**config.mk**
```make
export PLATFORM = sky130hd
export DESIGN_NAME = systolic_array_sequencer_flat
export DESIGN_NICKNAME = d
export VERILOG_FILES = /design/src/rtl/systolic_array_sequencer_if.sv /design/src/rtl/systolic_array_sequencer.sv /design/src/flat_wrapper.sv
export SDC_FILE = /design/constraint.sdc
export NUM_CORES = 1
export LEC_CHECK = 0
export BUFFER_PORTS_ARGS = -buffer_cell sky130_fd_sc_hd__buf_4
export CAP_MARGIN = 40
export CORE_ASPECT_RATIO = 1.25
export CORE_UTILIZATION = 30
export CTS_CLUSTER_SIZE = 14
export DETAILED_ROUTE_END_ITERATION = 10
export PLACE_DENSITY = 0.58
export SLEW_MARGIN = 30
export SYNTH_ARGS = -nofsm -noshare
export SYNTH_HDL_FRONTEND = slang
export SYNTH_SLANG_ARGS = --single-unit
export TNS_END_PERCENT = 1
```
**constraint.sdc**
```tcl
create_clock -name clk -period 7.4 [get_ports clk]
set_input_delay 0.37 -clock clk [delete_from_list [all_inputs] [get_ports clk]]
set_output_delay 0.37 -clock clk [all_outputs]
set_load 0.01 [all_outputs]
```
**src/rtl/systolic_array_sequencer_if.sv**
```systemverilog
// Stream and array-side signal bundle between the layer buffer, the systolic array and its sequencer.
// The sequencer uses the slave view; the surrounding environment uses the master view.
interface systolic_array_sequencer_if #(
    parameter int DATA_SIZE = 16,
    parameter int SIZE      = 3
);
    logic                      in_valid;
    logic                      in_ready;
    logic [DATA_SIZE*SIZE-1:0] in_data;
    logic [DATA_SIZE*SIZE-1:0] arr_z_to_z;
    logic [31:0]               arr_current_layer;
    logic [SIZE-1:0]           arr_one_address;
    logic                      arr_reset_counter;
    logic [31:0]               arr_address;
    logic [SIZE-1:0]           arr_output_replace_pattern;
    logic [DATA_SIZE*SIZE-1:0] arr_acc_z_to_z;
    logic                      out_valid;
    logic                      out_ready;
    logic [DATA_SIZE*SIZE-1:0] out_data;
    logic [31:0]               out_layer;

    modport master (
        output in_valid, in_data, arr_acc_z_to_z, out_ready,
        input  in_ready, arr_z_to_z, arr_current_layer, arr_one_address, arr_reset_counter,
               arr_address, arr_output_replace_pattern, out_valid, out_data, out_layer
    );

    modport slave (
        input  in_valid, in_data, arr_acc_z_to_z, out_ready,
        output in_ready, arr_z_to_z, arr_current_layer, arr_one_address, arr_reset_counter,
               arr_address, arr_output_replace_pattern, out_valid, out_data, out_layer
    );
endinterface

```
**src/rtl/systolic_array_sequencer.sv**
```systemverilog
// Drives one backprop pass through the systolic array: per-layer beat loading with a drain gap,
// then an address sweep that returns the accumulated results over a valid/ready stream.
module systolic_array_sequencer #(
    parameter int MAX_LAYER_SIZE = 5,
    parameter int DATA_SIZE      = 16,
    parameter int SIZE           = 3,
    parameter int DRAIN_CYCLES   = 2*SIZE
) (
    input  logic                     clk,
    input  logic                     rst_n,
    input  logic                     i_start,
    input  logic [31:0]              i_cfg_layers,
    input  logic [SIZE-1:0]          i_cfg_replace_pattern,
    output logic                     o_busy,
    output logic                     o_done,
    output logic                     o_error,
    systolic_array_sequencer_if.slave bus
);
    localparam int BEAT_W = (SIZE > 1) ? $clog2(SIZE) : 1;
    localparam int DRN_W  = $clog2(DRAIN_CYCLES + 1);
    localparam logic [BEAT_W-1:0] LAST_BEAT  = BEAT_W'(SIZE - 1);
    localparam logic [DRN_W-1:0]  LAST_DRAIN = DRN_W'(DRAIN_CYCLES - 1);
    localparam logic [SIZE-1:0]   MSB_ONE    = SIZE'(1) << (SIZE - 1);

    typedef enum logic [1:0] {S_IDLE, S_LOAD, S_DRAIN, S_READ} state_t;

    state_t                    r_state;
    state_t                    w_next;
    logic [31:0]               r_cfg_layers;
    logic [SIZE-1:0]           r_cfg_pattern;
    logic [31:0]               r_layer;
    logic [BEAT_W-1:0]         r_beat;
    logic [DRN_W-1:0]          r_drain;
    logic                      r_first;
    logic [31:0]               r_rd;
    logic                      r_last_taken;
    logic                      r_out_valid;
    logic [DATA_SIZE*SIZE-1:0] r_out_data;
    logic [31:0]               r_out_layer;
    logic                      r_done;
    logic                      r_error;

    logic w_legal, w_accept, w_beat_last, w_drain_end, w_layer_last, w_rd_last, w_take, w_finish;

    always_ff @(posedge clk or negedge rst_n) begin
        if (!rst_n) r_state <= S_IDLE;
        else        r_state <= w_next;
    end

    always_comb begin
        w_next       = r_state;
        w_legal      = (i_cfg_layers != 32'd0) && (i_cfg_layers <= 32'(MAX_LAYER_SIZE));
        w_accept     = (r_state == S_LOAD) && bus.in_valid;
        w_beat_last  = (r_beat == LAST_BEAT);
        w_drain_end  = (r_state == S_DRAIN) && (r_drain == LAST_DRAIN);
        w_layer_last = (r_layer == r_cfg_layers - 32'd1);
        w_rd_last    = (r_rd == r_cfg_layers - 32'd1);
        // A new sample may enter the output register only when it is empty or draining this cycle.
        w_take       = (r_state == S_READ) && !r_last_taken && (!r_out_valid || bus.out_ready);
        w_finish     = (r_state == S_READ) && r_last_taken && r_out_valid && bus.out_ready;

        o_busy                         = (r_state != S_IDLE);
        bus.in_ready                   = (r_state == S_LOAD);
        bus.arr_z_to_z                 = w_accept ? bus.in_data : '0;
        bus.arr_one_address            = w_accept ? (MSB_ONE >> r_beat) : '0;
        bus.arr_reset_counter          = (r_state == S_LOAD) && r_first;
        bus.arr_current_layer          = ((r_state == S_LOAD) || (r_state == S_DRAIN)) ? r_layer : '0;
        bus.arr_address                = (r_state == S_READ) ? r_rd : '0;
        bus.arr_output_replace_pattern = (r_state == S_READ) ? r_cfg_pattern : '0;

        case (r_state)
            S_IDLE:  if (i_start && w_legal) w_next = S_LOAD;
            S_LOAD:  if (w_accept && w_beat_last) w_next = S_DRAIN;
            S_DRAIN: if (w_drain_end) w_next = w_layer_last ? S_READ : S_LOAD;
            S_READ:  if (w_finish) w_next = S_IDLE;
            default: w_next = S_IDLE;
        endcase
    end

    always_ff @(posedge clk or negedge rst_n) begin
        if (!rst_n) begin
            r_cfg_layers  <= '0;
            r_cfg_pattern <= '0;
            r_layer       <= '0;
            r_beat        <= '0;
            r_drain       <= '0;
            r_first       <= 1'b0;
            r_rd          <= '0;
            r_last_taken  <= 1'b0;
            r_out_valid   <= 1'b0;
            r_out_data    <= '0;
            r_out_layer   <= '0;
            r_done        <= 1'b0;
            r_error       <= 1'b0;
        end else begin
            r_done  <= 1'b0;
            r_error <= 1'b0;
            case (r_state)
                S_IDLE: begin
                    if (i_start) begin
                        if (w_legal) begin
                            r_cfg_layers  <= i_cfg_layers;
                            r_cfg_pattern <= i_cfg_replace_pattern;
                            r_layer       <= '0;
                            r_beat        <= '0;
                            r_drain       <= '0;
                            r_first       <= 1'b1;
                        end else begin
                            r_error <= 1'b1;
                        end
                    end
                end
                S_LOAD: begin
                    r_first <= 1'b0;
                    if (w_accept) r_beat <= w_beat_last ? '0 : r_beat + 1'b1;
                end
                S_DRAIN: begin
                    if (w_drain_end) begin
                        r_drain <= '0;
                        if (w_layer_last) begin
                            r_rd         <= '0;
                            r_last_taken <= 1'b0;
                        end else begin
                            r_layer <= r_layer + 32'd1;
                            r_first <= 1'b1;
                        end
                    end else begin
                        r_drain <= r_drain + 1'b1;
                    end
                end
                S_READ: begin
                    if (w_take) begin
                        r_out_data  <= bus.arr_acc_z_to_z;
                        r_out_layer <= r_rd;
                        r_out_valid <= 1'b1;
                        // Address parks on the final layer so it never leaves the legal range.
                        if (w_rd_last) r_last_taken <= 1'b1;
                        else           r_rd         <= r_rd + 32'd1;
                    end else if (w_finish) begin
                        r_out_valid  <= 1'b0;
                        r_done       <= 1'b1;
                        r_rd         <= '0;
                        r_last_taken <= 1'b0;
                        r_layer      <= '0;
                    end
                end
                default: ;
            endcase
        end
    end

    assign bus.out_valid = r_out_valid;
    assign bus.out_data  = r_out_data;
    assign bus.out_layer = r_out_layer;
    assign o_done        = r_done;
    assign o_error       = r_error;
endmodule

```
**src/flat_wrapper.sv**
```systemverilog
// flat-port wrapper written by rule: the top's interface ports become plain ports
module systolic_array_sequencer_flat 
#(
    parameter int MAX_LAYER_SIZE = 5,
    parameter int DATA_SIZE      = 16,
    parameter int SIZE           = 3,
    parameter int DRAIN_CYCLES   = 2*SIZE
)
  (clk, rst_n, i_start, i_cfg_layers, i_cfg_replace_pattern, o_busy, o_done, o_error, bus_in_valid, bus_in_data, bus_arr_acc_z_to_z, bus_out_ready, bus_in_ready, bus_arr_z_to_z, bus_arr_current_layer, bus_arr_one_address, bus_arr_reset_counter, bus_arr_address, bus_arr_output_replace_pattern, bus_out_valid, bus_out_data, bus_out_layer);
  systolic_array_sequencer_if #(.DATA_SIZE(DATA_SIZE), .SIZE(SIZE)) bus_i ();
  input  logic clk;
  input  logic rst_n;
  input  logic i_start;
  input  logic [31:0] i_cfg_layers;
  input  logic [SIZE-1:0] i_cfg_replace_pattern;
  output logic o_busy;
  output logic o_done;
  output logic o_error;
  input wire logic [$bits(bus_i.in_valid)-1:0] bus_in_valid;
  input wire logic [$bits(bus_i.in_data)-1:0] bus_in_data;
  input wire logic [$bits(bus_i.arr_acc_z_to_z)-1:0] bus_arr_acc_z_to_z;
  input wire logic [$bits(bus_i.out_ready)-1:0] bus_out_ready;
  output wire logic [$bits(bus_i.in_ready)-1:0] bus_in_ready;
  output wire logic [$bits(bus_i.arr_z_to_z)-1:0] bus_arr_z_to_z;
  output wire logic [$bits(bus_i.arr_current_layer)-1:0] bus_arr_current_layer;
  output wire logic [$bits(bus_i.arr_one_address)-1:0] bus_arr_one_address;
  output wire logic [$bits(bus_i.arr_reset_counter)-1:0] bus_arr_reset_counter;
  output wire logic [$bits(bus_i.arr_address)-1:0] bus_arr_address;
  output wire logic [$bits(bus_i.arr_output_replace_pattern)-1:0] bus_arr_output_replace_pattern;
  output wire logic [$bits(bus_i.out_valid)-1:0] bus_out_valid;
  output wire logic [$bits(bus_i.out_data)-1:0] bus_out_data;
  output wire logic [$bits(bus_i.out_layer)-1:0] bus_out_layer;
  assign bus_i.in_valid = bus_in_valid;
  assign bus_i.in_data = bus_in_data;
  assign bus_i.arr_acc_z_to_z = bus_arr_acc_z_to_z;
  assign bus_i.out_ready = bus_out_ready;
  assign bus_in_ready = bus_i.in_ready;
  assign bus_arr_z_to_z = bus_i.arr_z_to_z;
  assign bus_arr_current_layer = bus_i.arr_current_layer;
  assign bus_arr_one_address = bus_i.arr_one_address;
  assign bus_arr_reset_counter = bus_i.arr_reset_counter;
  assign bus_arr_address = bus_i.arr_address;
  assign bus_arr_output_replace_pattern = bus_i.arr_output_replace_pattern;
  assign bus_out_valid = bus_i.out_valid;
  assign bus_out_data = bus_i.out_data;
  assign bus_out_layer = bus_i.out_layer;
  systolic_array_sequencer #(.MAX_LAYER_SIZE(MAX_LAYER_SIZE), .DATA_SIZE(DATA_SIZE), .SIZE(SIZE), .DRAIN_CYCLES(DRAIN_CYCLES)) u_core (.clk(clk), .rst_n(rst_n), .i_start(i_start), .i_cfg_layers(i_cfg_layers), .i_cfg_replace_pattern(i_cfg_replace_pattern), .o_busy(o_busy), .o_done(o_done), .o_error(o_error), .bus(bus_i));
endmodule
```
== After elaboration in Yosys (flattened, before gate mapping) ==
Index checks and enable logic that the tools add are counted.
W data, S select, Z words.

* Register bits: 191
* Latch bits: 0
* Bits in writable memories: 0
* Bits in read-only memories: 0
* Input bits: 136
* Output and inout bits: 204
* Word-level logic and storage cells: 125
* Memories kept: 0

* $add $sub $neg: 5
* $mul: 0
* Div/mod/pow operators: 0
* Order comparisons: 1
* Equal/unequal tests: 20
* Shift operators: 1
* Multiplexer cells: 50
* Bitwise logic cells: 0
* Reductions and logical operators: 34

{| class="wikitable"
|+ Operator list
! operator !! count
|-
| $mux W32 || 12
|-
| $pmux W32 S3 || 1
|-
| $add A32 B1 Y32 const B || 2
|-
| $eq A32 B32 Y1 || 2
|-
| $pmux W32 S2 || 1
|-
| $mux W48 || 1
|-
| $le A32 B3 Y1 const B || 1
|-
| $reduce_bool A32 Y1 || 1
|-
| $sub A32 B1 Y32 const B || 1
|-
| $mux W2 || 9
|-
| $mux W1 || 16
|-
| $mux W3 || 5
|-
| $reduce_and A5 Y1 || 3
|-
| $ne A2 B1 Y1 const B || 7
|-
| $logic_and A1 B1 Y1 || 11
|-
| $reduce_bool A2 Y1 || 5
|-
| $pmux W2 S4 || 1
|-
| $reduce_and A4 Y1 || 2
|-
| $reduce_and A7 Y1 || 1
|-
| $eq A2 B2 Y1 const B || 3
|-
| $ne A2 B2 Y1 const B || 3
|-
| $pmux W3 S2 || 1
|-
| $reduce_and A3 Y1 || 2
|-
| $reduce_bool A3 Y1 || 2
|-
| other kinds (15) || 18
|}

== Depth between registers and ports, before layout ==
* Depth after elaboration: 7
* Depth in mapped cells: 16
* Depth with buffers taken out: 12

== Least setup slack after synthesis ==
Ideal clock, no wire load.

* Kind: register to register
* Start: reg u_core.r_cfg_layers[0]
* End: reg u_core.r_rd[29]
* Setup time: 0.103 ns
* Data arrival time: 3.485 ns
* Required time: 7.297 ns
* Slack: 3.812 ns
* Stages on the path, launching flop included: 17
* Path buffers: 4
* Period minus slack after synthesis: 3.588 ns
* Cells stage by stage: dfrtp_1 > buf_2 > inv_1 > ha_1 > nor3b_4 > nand4_2 > buf_4 > buf_2 > o21ai_0 > nand4_1 > a2111oi_0 > nand3_1 > or4b_1 > o21ai_2 > buf_2 > o21ai_1 > o41ai_2

* Cells in the longest elaborated chain, start to end: 4
* Elaborated cells on any way between the ends: 6
* Those cells by class: add/sub: 1; eq/ne: 4; reduce/logical: 1

{| class="wikitable"
|+ RTL lines
! element !! RTL line !! text
|-
| start, declared || systolic_array_sequencer.sv:29 || <nowiki>logic [31:0] r_cfg_layers;</nowiki>
|-
| start signal, assigned || systolic_array_sequencer.sv:102 || <nowiki>r_cfg_layers <= i_cfg_layers;</nowiki>
|-
| $sub A32 B1 Y32 (*) || systolic_array_sequencer.sv:56, systolic_array_sequencer.sv:57 ||
|-
| $eq A32 B32 Y1 (on tied branches) || systolic_array_sequencer.sv:57, systolic_array_sequencer.sv:56 ||
|-
| $ne A3 B3 Y1 (no line) or $ne A2 B1 Y1 (tied branches) || n/a ||
|-
| $reduce_and A5 Y1 (no line) (*) || n/a ||
|-
| end signal, assigned || systolic_array_sequencer.sv:138 || <nowiki>else r_rd <= r_rd + 32'd1;</nowiki>
|-
| end, declared || systolic_array_sequencer.sv:35 || <nowiki>logic [31:0] r_rd;</nowiki>
|}

Mark *: on every way between the ends. The rest lies on a longest branch, timed or not.
A chain may end at the register's enable or synchronous reset.

== Worst setup path in the final report ==
* Start: reg u_core.r_cfg_layers[0]
* End: reg u_core.r_rd[9]

Same word-level chain as after synthesis.

==> results_dict.tcl <==
set metrics [dict create \
    netlist_area_um2 12200 \
    synth_area_per_cell_um2 8.31 \
    hp-class "input pin to flop" \
    clock_skew_ns 0.0174 \
    yosysUniqueCellTypes 88 \
    grt_start_max_net_pins 62 \
    drc 0 \
    drt_iter0_markers 1066 \
    grt_pass1_wl_mm 61.6 \
    clk_pin_slew_worst_paths_ns 0.08 \
    cts_setup_buffers 0 \
    wirelength_mm 40.2 \
    seq_area_um2 4780 \
    start_util_pct 30.4 \
    rows 82 \
    final_common_cell "buf_4" \
    antenna_found_initial 0 \
    num_antenna_cells 0 \
    io_pins 340 \
    syn_nets 1608 \
    cts_inserted_buffers 17 \
    detail-route-antenna-nets 0 \
    power.density_nw_per_um2 155 \
    cts.sinks 191 \
    stdcell_count 2244 \
    place_inst 2211 \
    cts_tree "yes" \
    hold_violations 0 \
    dr.pass1.iters 5 \
    clockRootBuffer "clkbuf_16" \
    routedWlPerCell_um 17.9 \
    via_per_inst 5.22 \
    die_y_um 227 \
    crit_arrival_ns 5.19 \
    crit_required_ns 7.73 \
    tightest_slew_ns 0.792 \
    clockBufferDepth 2 \
    hpwl_mm 30.0 \
    ys_async_sr_fraction_pct 100 \
    grt_util_all_layers_pct 18.9 \
    multi_input_area_um2 6830 \
    synth_edf_count 0 \
    cts_hold_buf 1 \
    grt-ovfl-total 0 \
    setup_viol 0 \
    fin_crit_sh_pct 65.7 \
    grt_pass1_vias 11000 \
    end_kind "flop" \
    nFillCells 4074 \
    final.setup.tns_ns 0 \
    synthFlopType "dfrtp_1" \
    layout-drive-gt1-share_pct 25.1 \
    drv_slew 0 \
    syn_inst 1463 \
    coreArea_um2 40000 \
    area_growth_pct 29.0 \
    htree_levels 4 \
    status "finished, final reports clean" \
    fin_crit_ns 4.86 \
    seq_area_frac_synth_pct 39.3 \
    rsz0062_at_grt "false" \
    crit_path_max_fanout 61 \
    via_count 11700 \
    cts_resized 0 \
    critPathLaunchType "flop" \
    max_clock_freq_mhz 206 \
    die_w_um 182 \
    ys_ff_latch 191 \
    gp_congestion 0.930 \
    die-area_um2 41300 \
    slew-limit-headroom_pct 46.8 \
    worstSetupPathType "flop to flop" \
    final_nets 1872 \
    clk_latency_ns 0.46 \
    mostFrequentLayoutCells "350 x buf_4, 306 x nand2_1, 191 x dfrtp_1, 83 x nor2_1, 74 x and2_1" \
    drv_cap 0 \
    vdd_drop_max_v 0.000110 \
    p_leak_nw 7.62 \
    yosysWarnings 0 \
    io_buffer_count 339 \
]
==> routing by layer <==
metal	global-route usage, %	up-vias	wire length, um
met5	0	-	0
met4	7.97	0	1200
met2	32.0	431	19600
li1	-	5651	-
met1	24.2	5570	17000
met3	2.86	62	2320
==> through the flow <==
stage / cell area, um2 / hold slack [ns] / worst slack (ns) / power, W / utilization (%)
after floorplan: 12200 / 0.0744 / 3.81 / 0.00130 / -
after global placement: 15000 / 0.384 / 2.80 / 0.00150 / 37.5
after detailed placement: 15100 / 0.380 / 2.67 / 0.00151 / 37.7
after CTS: 15700 / 0.0693 / 2.65 / 0.00246 / 39.2
after global routing: 15700 / 0.0847 / 2.23 / 0.00254 / 39.2
final: 15700 / 0.0906 / 2.54 / 0.00243 / 39.2
==> cell type report <==
type                       count  area share [%]
multi-input combinational   1130            43.5
sequential                   191            30.5
timing repair buffer         357            17.6
tap                          504            4.02
clock buffer                  21            2.94
clock inverter                11           0.766
inverter                      30           0.718
==> where the power goes <==
group          switching [W]  internal (W)  total (W)  leakage [nW]
combinational       0.000159      0.000168   0.000326          4.85
clock               0.000449      0.000494   0.000943         0.285
sequential         0.0000650       0.00109    0.00116          2.48
total               0.000673       0.00176    0.00243          7.62
==> sequential cells by signal (all words and copies together), names as in the netlist <==
register	flops
u_core.r_first	1
u_core.r_layer	32
u_core.r_cfg_pattern	3
u_core.o_error	1
u_core.o_done	1
u_core.r_state	2
u_core.r_beat	2
u_core.bus.out_layer	32
u_core.bus.out_valid	1
u_core.bus.out_data	48
u_core.r_last_taken	1
u_core.r_rd	32
u_core.r_cfg_layers	32
u_core.r_drain	3
==> worst max-delay path, stage by stage, from the launching register on <==
cell and delay, ns:
dfrtp_1 0.47, inv_1 0.11, ha_1 0.25, nor3b_4 0.45
nand4_2 0.63, nor3_1 0.60, xnor3_1 0.28, a221oi_1 0.23
o2111ai_1 0.27, nor4_2 0.66, o21ai_4 0.07, buf_4 0.33
o21ai_0 0.27, o41ai_2 0.10
==> kinds of logic (layout without fill, tap and decap cells) <==
kind of cell             Yosys count  in the layout  share of synthesized area [%]
adder cells (fa/ha/maj)           10             10                           1.01
AO/OA/AOI/OAI                    255            255                           14.1
buffers and inverters            142            419                           4.79
flip-flops                       191            191                           39.3
multiplexers                      12             12                           1.04
AND/OR/NAND/NOR                  778            778                           33.4
XOR/XNOR                          75             75                           6.31
==> Yosys cell counts (4+ instances only) <==
master | count | area, um2
o21a_1 | 5 | 37.5
nor3_1 | 26 | 130
a31o_2 | 6 | 52.6
buf_4 | 5 | 37.5
mux2i_1 | 7 | 70.1
dfrtp_1 | 191 | 4780
inv_1 | 30 | 113
nand2b_1 | 5 | 31.3
xor2_1 | 20 | 175
xnor2_1 | 47 | 412
nand2_1 | 306 | 1150
a2111oi_0 | 7 | 61.3
or4_1 | 7 | 52.6
nor2_1 | 83 | 312
o21ai_0 | 44 | 220
xnor3_1 | 8 | 180
buf_1 | 7 | 26.3
o22ai_1 | 5 | 31.3
a21boi_0 | 4 | 30.0
nor2b_1 | 30 | 188
o41ai_2 | 5 | 81.3
ha_1 | 9 | 113
nand3b_1 | 8 | 60.1
nand4_1 | 26 | 163
o21ai_1 | 38 | 190
buf_2 | 18 | 90.1
nand3_1 | 46 | 230
mux2_2 | 5 | 56.3
o31ai_1 | 19 | 143
o2111ai_1 | 4 | 35.0
nor4_1 | 28 | 175
o221ai_1 | 4 | 35.0
a21o_1 | 7 | 52.6
nor4_2 | 5 | 62.6
and2_1 | 74 | 463
and4_1 | 4 | 35.0
clkbuf_1 | 81 | 304
nor4_4 | 4 | 85.1
or3_1 | 23 | 144
a21oi_1 | 45 | 225
nand4b_1 | 4 | 35.0
and3_1 | 72 | 450
a31oi_1 | 13 | 81.3
a311oi_1 | 5 | 43.8
a22o_1 | 5 | 43.8
==> worst paths after layout <==
| path | from | to | slack [ns] | cells past startpoint |
|---|---|---|---|---|
| worst max-delay path | u_core.r_cfg_layers[0] | u_core.r_rd[9] | 2.54 | 13 |
| worst min-delay path | bus_arr_acc_z_to_z[41] | u_core.bus.out_data[41] | 0.09 | 3 |
| worst max register to register | u_core.r_cfg_layers[0] | u_core.r_rd[9] | 2.54 | 13 |
| worst min register to register | u_core.bus.out_data[41] | u_core.bus.out_data[41] | 0.48 | 2 |
| max in group asynchronous | rst_n | u_core.bus.out_data[5] | 5.87 | 4 |
| min in group asynchronous | rst_n | u_core.bus.out_layer[24] | 0.44 | 2 |
No activity file was read; power rests on OpenSTA's default activity.
